### src/rtl/processor_controller.sv
// Control-unit FSM for the 16-bit datapath: owns PC and IR, fetches, decodes and sequences
// register-file, data-memory and ALU controls. Optional single-step gate on FETCH: PROC_STEP_EN.
module processor_controller #(
  parameter int PC_WIDTH      = 7,
  parameter int D_ADDR_WIDTH  = 8,
  parameter int RF_ADDR_WIDTH = 4
) (
  input  logic                     Clk,
  input  logic                     Reset,
`ifdef PROC_STEP_EN
  input  logic                     Step,
`endif
  input  logic [15:0]              Instr_Data,
  output logic [PC_WIDTH-1:0]      PC_Addr,
  output logic [D_ADDR_WIDTH-1:0]  D_Addr,
  output logic                     D_Rd,
  output logic                     D_Wr,
  output logic                     RF_s,
  output logic                     RF_W_en,
  output logic [RF_ADDR_WIDTH-1:0] RF_W_addr,
  output logic [RF_ADDR_WIDTH-1:0] RF_Ra_addr,
  output logic [RF_ADDR_WIDTH-1:0] RF_Rb_addr,
  output logic [2:0]               ALU_s0,
  output logic [3:0]               State,
  output logic                     Halted
);

  typedef enum logic [3:0] {
    S_INIT   = 4'd0,
    S_FETCH  = 4'd1,
    S_DECODE = 4'd2,
    S_NOOP   = 4'd3,
    S_LOAD_A = 4'd4,
    S_LOAD_B = 4'd5,
    S_STORE  = 4'd6,
    S_ADD    = 4'd7,
    S_SUB    = 4'd8,
    S_HALT   = 4'd9
  } state_t;

  state_t              state, state_nxt;
  logic [PC_WIDTH-1:0] pc;
  logic [15:0]         ir;
  logic                fetch_go;

`ifdef PROC_STEP_EN
  assign fetch_go = Step;
`else
  assign fetch_go = 1'b1;
`endif

  always_ff @(posedge Clk or posedge Reset) begin
    if (Reset) begin
      state <= S_INIT;
      pc    <= '0;
      ir    <= '0;
    end else begin
      state <= state_nxt;
      if (state == S_FETCH && fetch_go) begin
        ir <= Instr_Data;
        pc <= pc + PC_WIDTH'(1);
      end
    end
  end

  always_comb begin
    state_nxt = state;
    unique case (state)
      S_INIT:   state_nxt = S_FETCH;
      S_FETCH:  state_nxt = fetch_go ? S_DECODE : S_FETCH;
      S_DECODE: begin
        // Opcodes 0110-1111 are unassigned and fall through to NOOP.
        unique case (ir[15:12])
          4'b0001: state_nxt = S_STORE;
          4'b0010: state_nxt = S_LOAD_A;
          4'b0011: state_nxt = S_ADD;
          4'b0100: state_nxt = S_SUB;
          4'b0101: state_nxt = S_HALT;
          default: state_nxt = S_NOOP;
        endcase
      end
      S_LOAD_A: state_nxt = S_LOAD_B;
      S_NOOP, S_LOAD_B, S_STORE, S_ADD, S_SUB: state_nxt = S_FETCH;
      S_HALT:   state_nxt = S_HALT;
      default:  state_nxt = S_INIT;
    endcase
  end

  always_comb begin
    D_Addr     = '0;
    D_Rd       = 1'b0;
    D_Wr       = 1'b0;
    RF_s       = 1'b0;
    RF_W_en    = 1'b0;
    RF_W_addr  = '0;
    RF_Ra_addr = '0;
    RF_Rb_addr = '0;
    ALU_s0     = 3'd0;
    Halted     = 1'b0;
    unique case (state)
      S_LOAD_A: begin
        D_Addr = D_ADDR_WIDTH'(ir[11:4]);
        D_Rd   = 1'b1;
      end
      S_LOAD_B: begin
        D_Addr    = D_ADDR_WIDTH'(ir[11:4]);
        D_Rd      = 1'b1;
        RF_s      = 1'b1;
        RF_W_en   = 1'b1;
        RF_W_addr = RF_ADDR_WIDTH'(ir[3:0]);
      end
      S_STORE: begin
        D_Addr     = D_ADDR_WIDTH'(ir[7:0]);
        D_Wr       = 1'b1;
        RF_Ra_addr = RF_ADDR_WIDTH'(ir[11:8]);
      end
      S_ADD, S_SUB: begin
        RF_Ra_addr = RF_ADDR_WIDTH'(ir[11:8]);
        RF_Rb_addr = RF_ADDR_WIDTH'(ir[7:4]);
        RF_W_addr  = RF_ADDR_WIDTH'(ir[3:0]);
        RF_W_en    = 1'b1;
        ALU_s0     = (state == S_ADD) ? 3'd1 : 3'd2;
      end
      S_HALT: Halted = 1'b1;
      default: ;
    endcase
  end

  assign PC_Addr = pc;
  assign State   = state;

endmodule

### config.mk
export PLATFORM = sky130hd
export DESIGN_NAME = processor_controller
export DESIGN_NICKNAME = d
export VERILOG_FILES = /design/src/rtl/processor_controller.sv
export SDC_FILE = /design/constraint.sdc
export NUM_CORES = 1
export LEC_CHECK = 0
export BUFFER_PORTS_ARGS = -buffer_cell sky130_fd_sc_hd__buf_2
export CAP_MARGIN = 30
export CORE_ASPECT_RATIO = 1.75
export CORE_MARGIN = 1
export CORE_UTILIZATION = 43
export CTS_CLUSTER_SIZE = 12
export DETAILED_ROUTE_END_ITERATION = 12
export PLACE_DENSITY = 0.86
export SLEW_MARGIN = 15
export SYNTH_ARGS = -nofsm -noshare
export SYNTH_HDL_FRONTEND = slang
export SYNTH_SLANG_ARGS = --single-unit
### constraint.sdc
create_clock -name Clk -period 1.6 [get_ports Clk]
set_input_delay 0.08 -clock Clk [delete_from_list [all_inputs] [get_ports Clk]]
set_output_delay 0.08 -clock Clk [all_outputs]
set_load 0.02 [all_outputs]
=== Yosys cells after proc, flatten, opt, wreduce, memory -nomap -nowiden ===
Cells that the tools add are included.
W data, S select, Z words.

* Bits in registers: 27
* Bits in latches: 0
* Bits in writable memories: 0
* ROM bits: 0
* Input port bits: 18
* Output and inout port bits: 39
* Logic and storage cells: 37
* Memories: 0

* Add/subtract/negate cells: 1
* $mul: 0
* Divide/modulo/power cells: 0
* Order comparisons: 0
* Eq/ne operators: 14
* Shift operators: 0
* Multiplexer cells: 13
* Bitwise logic cells: 0
* Reductions and logical operators: 6

{| class="wikitable"
|+ Operator list
! kind !! count
|-
| $pmux W4 S5 || 2
|-
| $eq A4 B3 Y1 const B || 6
|-
| $eq A4 B2 Y1 const B || 4
|-
| $pmux W8 S2 || 1
|-
| $mux W4 || 3
|-
| $eq A4 B1 Y1 const B || 2
|-
| $eq A4 B4 Y1 const B || 2
|-
| $add A7 B1 Y7 const B || 1
|-
| $reduce_or A3 Y1 || 2
|-
| $reduce_or A6 Y1 || 1
|-
| $mux W1 || 5
|-
| $logic_not A4 Y1 || 1
|-
| $mux W2 || 2
|-
| $reduce_or A2 Y1 || 2
|}

=== Longest topological paths before layout ===
* Word-level depth: 3
* Depth in mapped cells: 5
* Depth with buffers taken out: 3

=== Worst setup path before layout ===
OpenSTA, ideal clock, no wires.

* Path type: register to output
* From: reg state[2] (netlist: State[2])
* To: out RF_W_addr[0]
* Arrival time: 1.861 ns
* Data required time: 1.520 ns
* Path slack: -0.341 ns
* Stages on the path, launching flop included: 5
* Buffers on the path: 1
* Cells stage by stage: dfrtp_1 > buf_2 > nor4b_2 > a21o_1 > and2_1

* Longest elaborated chain between the ends: 3
* Elaborated cells on any way between the ends: 5
* Those cells by class: eq/ne (3); mux (1); reduce/logical (1)

{| class="wikitable"
|+ Ends and longest elaborated chain
! element !! line !! text
|-
| start, declared || 41 || <nowiki>state_t state, state_nxt;</nowiki>
|-
| start signal, assigned || 58 || <nowiki>state <= state_nxt;</nowiki>
|-
| $eq A4 B3 Y1 / $eq A4 B4 Y1 (equally long branches) || 100 || <nowiki>unique case (state)</nowiki>
|-
| $reduce_or A3 Y1 (no line) (*) || -- ||
|-
| $mux W4 (*) || 100 ||
|-
| end, declared || 20 || <nowiki>output logic [RF_ADDR_WIDTH-1:0] RF_W_addr,</nowiki>
|}

Mark *: on every way between the ends. The rest lies on a longest branch, timed or not.

=== Final worst setup path ===
* From: reg state[0] (netlist: State[0])
* To: out RF_Rb_addr[0]

* Longest elaborated chain between the ends: 3
* Elaborated cells on any way between the ends: 4
* Those cells by class: eq/ne (2); mux (1); reduce/logical (1)

{| class="wikitable"
|+ Ends and longest elaborated chain
! element !! line !! text
|-
| $eq A4 B3 Y1 / $eq A4 B4 Y1 (equally long branches) || 100 ||
|-
| $reduce_or A2 Y1 (*) || -- ||
|-
| $mux W4 (*) || 100 ||
|-
| end, declared || 22 || <nowiki>output logic [RF_ADDR_WIDTH-1:0] RF_Rb_addr,</nowiki>
|}

Marks and branches as above.

==> metrics.md <==
| Metric | Value |
|---|---|
| Worst setup EP type | output pin |
| DP Cell Count | ~220 |
| Synthesis Warnings | 0 |
| EDFF count, synth | 0 |
| Root Buffer | clkbuf_8 |
| Leak Pwr | between 0.001 and 0.0015 uW |
| Synth Area in Compound Gates | 0.106 |
| Placement Rows | 27 |
| Total track usage | 0.213 |
| Syn nets | 140 |
| Largest net degree at the start of global routing | 28 |
| CTS tree | yes |
| Post-Synth XOR/XNOR Area | 0.0434 |
| Drt total wl | just over 4000 um |
| Failing checks | setup timing |
| Worst-skew pair later-pin latency | 0.28 ns |
| Cell Pwr Density | between 1500 and 2000 nW/um^2 |
| Worst R2R Setup Slack | -0.01 ns |
| Synth area leader | dfrtp_1 |
| Min-delay src | Instr_Data[8] |
| I/O Buffers | 55 |
| Seq. cell area | ~680 sq um |
| Vias | about 1300 |
| Worst EP required | about 1.5 ns |
| DRT iter0 DRCs | 34 |
| Nets | 219 |
| Sequential area share after synthesis | 0.478 |
| CP Max Fanout | 4 |
| Design Area, Final | 2280 sq um |
| Startpoint types | flip-flop |
| Maxcap violations | 0 |
| Die ar. | roughly 3500 sq um |
| Die X | ~45 um |
| Worst r2r src | State[2]$_DFF_PP0_ |
| DR WL/cell | between 15 and 20 um |
| Share of cells above drive strength 1 | 0.628 |
| Syn Std Cell Area | between 1000 and 1500 sq um |
| Largest cells by area after synthesis | dfrtp_1, mux2_2, and2_1 |
| Initial core utilization | 0.450 |
| Tcrit/Tclk final | 1.05 |
| Syn_area_per_cell | approximately 12 sq um |
| Synth top cells by count | dfrtp_1, mux2_2, and2_1 |
| Vias in the first global route | 1192 |
| Core area | approximately 3100 sq um |
| Pre-CTS WS | about 0.06 ns |
| Fin. Hold Viols | 0 |
| Detailed Place HPWL | between 2000 and 2500 um |
| Final core occ | 0.727 |
| Clock Path Buffers | 2 |
| Post-synthesis adder-cell area fraction | 0.00886 |
| Final ANT Viol Nets | 0 |
| Initial antenna violation count | 0 |
| DRC Markers | 0 |
| Final setup margin | -0.0829 ns |
| Post-Synth Simple-Gate Area | 0.186 |
| Clock sink count | 27 |
| Ports | 57 |
| DP Area | around 1800 sq um |
| Die extent in y | a little under 80 um |
| H-Tree Depth | 1 |
| Detailed Routing Iterations Pass 1 | 4 |
| Fmax | around 0.6 GHz |
| Count of different cell masters after synthesis | 37 |
| ANT cells | 0 |
| Final setup viols | 21 |
| PnR Total Power | between 4000 and 5000 uW |
| Peak VDD IR | approximately 1.6 mV |
| Area grow syn2layout | 61.6% |
| Filler cell count | 207 |
| Yosys reg bits | 27 |
| Clock Skews | 0.0122 ns |
| Synth Flop Type | dfrtp_1 |
| Num CTS Buffers | 3 |
| Layout Cells excl Fill | about 240 |
| Mapped Cells | about 120 |
| Status | finished, violations left |
| Largest family of logic cells by synthesized area | simple AND/OR/NAND/NOR gates |
| HP Class | in -> reg |
| Critical Path Start | State[0]$_DFF_PP0_ |
| Arrival @ worst endpoint | ~1.6 ns |
| Async SR Flop Fraction | 1.00 |
| Clock slew at reported path FFs | about 0.1 ns |
| RSZ-0062 raised after global routing | true |
| Post-synth top area share | 0.478 |
| Final Slew Violations | 0 |
| CP Class | reg -> out |
| Gp weighted congestion | between 0.8 and 0.9 |
| Via density | 5.18 |
| Multi-input gate area | a little over 800 sq um |
| Mux contribution to synthesized area | 0.128 |
| Minimum clock period | 1.68 ns |
| Most common cell in the netlist | dfrtp_1 |
| First-pass GRT wire length | between 5000 and 6000 um |
| Grt total ovfl | 0 |
## sequential cells by signal, indices dropped and copies added, names as in the netlist
name,cells
State,4
PC_Addr,7
ir,16
## per-stage QoR
| step | TNS [ns] | hold slack, ns |
|---|---|---|
| 6_report | -0.789 | 0.0214 |
| 5_1_grt | -2.98 | 0.0186 |
| 4_1_cts | -0.672 | 0.0232 |
| 3_5_place_dp | 0 | 0.153 |
| 3_3_place_gp | 0 | 0.150 |
| 2_1_floorplan | -1.17 | 0.133 |
## layout by cell type (no fill, tap or decap), types with 2 or more instances in the layout
cell type	netlist	routed
dfrtp_2	0	4
clkbuf_16	0	2
buf_6	3	29
a22o_1	8	8
inv_1	3	3
o21ai_0	3	3
nor4b_4	1	2
and2_2	0	2
nor2_1	4	3
clkbuf_8	0	3
mux2_4	0	16
nand4_1	4	4
buf_2	2	33
xnor2_1	6	6
a211oi_1	2	2
and2_4	0	10
and3_1	2	2
buf_4	1	15
nand2_1	4	4
dfrtp_1	27	23
## metal layers
metal	GRT usage	share of wire	up-vias
li1	-	-	589
met1	0.281	0.42	625
met2	0.348	0.54	33
met3	0.0186	0.024	6
met4	0.0818	0.018	0
met5	0	0	-
## kinds of logic (layout without fill, tap and decap cells)
group | after synthesis | in the layout
xor gates and xnor gates | 7 | 7
AOI/OAI and AO/OA | 20 | 20
buffers and inverters | 10 | 88
DFF | 27 | 27
other | 1 | 1
and+or+nand+nor | 39 | 39
muxes | 16 | 16
adders and majority gates | 1 | 1
## power breakdown
group	leakage (uW)	total (uW)	internal, uW	switching [uW]
Clock	0.0000217	397	177	220
Sequential	0.000319	1400	1020	381
Combinational	0.000788	2580	1480	1100
Total	0.00113	4380	2670	1710
## path summary, 6_finish.rpt
kind                                           to  depth (start not counted)
min in group asynchronous       ir[2]$_DFFE_PP0P_                          4
hold reg to reg            PC_Addr[6]$_DFFE_PP0P_                          1
setup / recovery                    RF_Rb_addr[0]                          4
hold / removal                  ir[8]$_DFFE_PP0P_                          2
max in group asynchronous      State[2]$_DFF_PP0_                          4
setup reg to reg               State[2]$_DFF_PP0_                          5
## layout make-up
class,count,share of cell area
Clock buffer,3,0.0181
Clock inverter,1,0.00329
Inverter,3,0.00493
Multi-Input combinational cell,84,0.352
Sequential cell,27,0.298
Tap cell,43,0.0236
Timing Repair Buffer,81,0.300
## critical path, cell delays in order, from the launching register on
cell and delay (ns):
dfrtp_2 0.45, nor4b_4 0.37, o21bai_4 0.21, and2_2 0.18, buf_6 0.12
## timing repair
action | in CTS | in global routing
setup endpoints to repair | 23 | 38
endpoints found under the hold margin | 27 | 0
resized for setup | 46 | 33
buffers inserted | 7 | 6
hold buffers | 1 | 0
gates cloned | 0 | 3
pin swaps | 11 | 4
No activity file was read; power rests on OpenSTA's default activity.
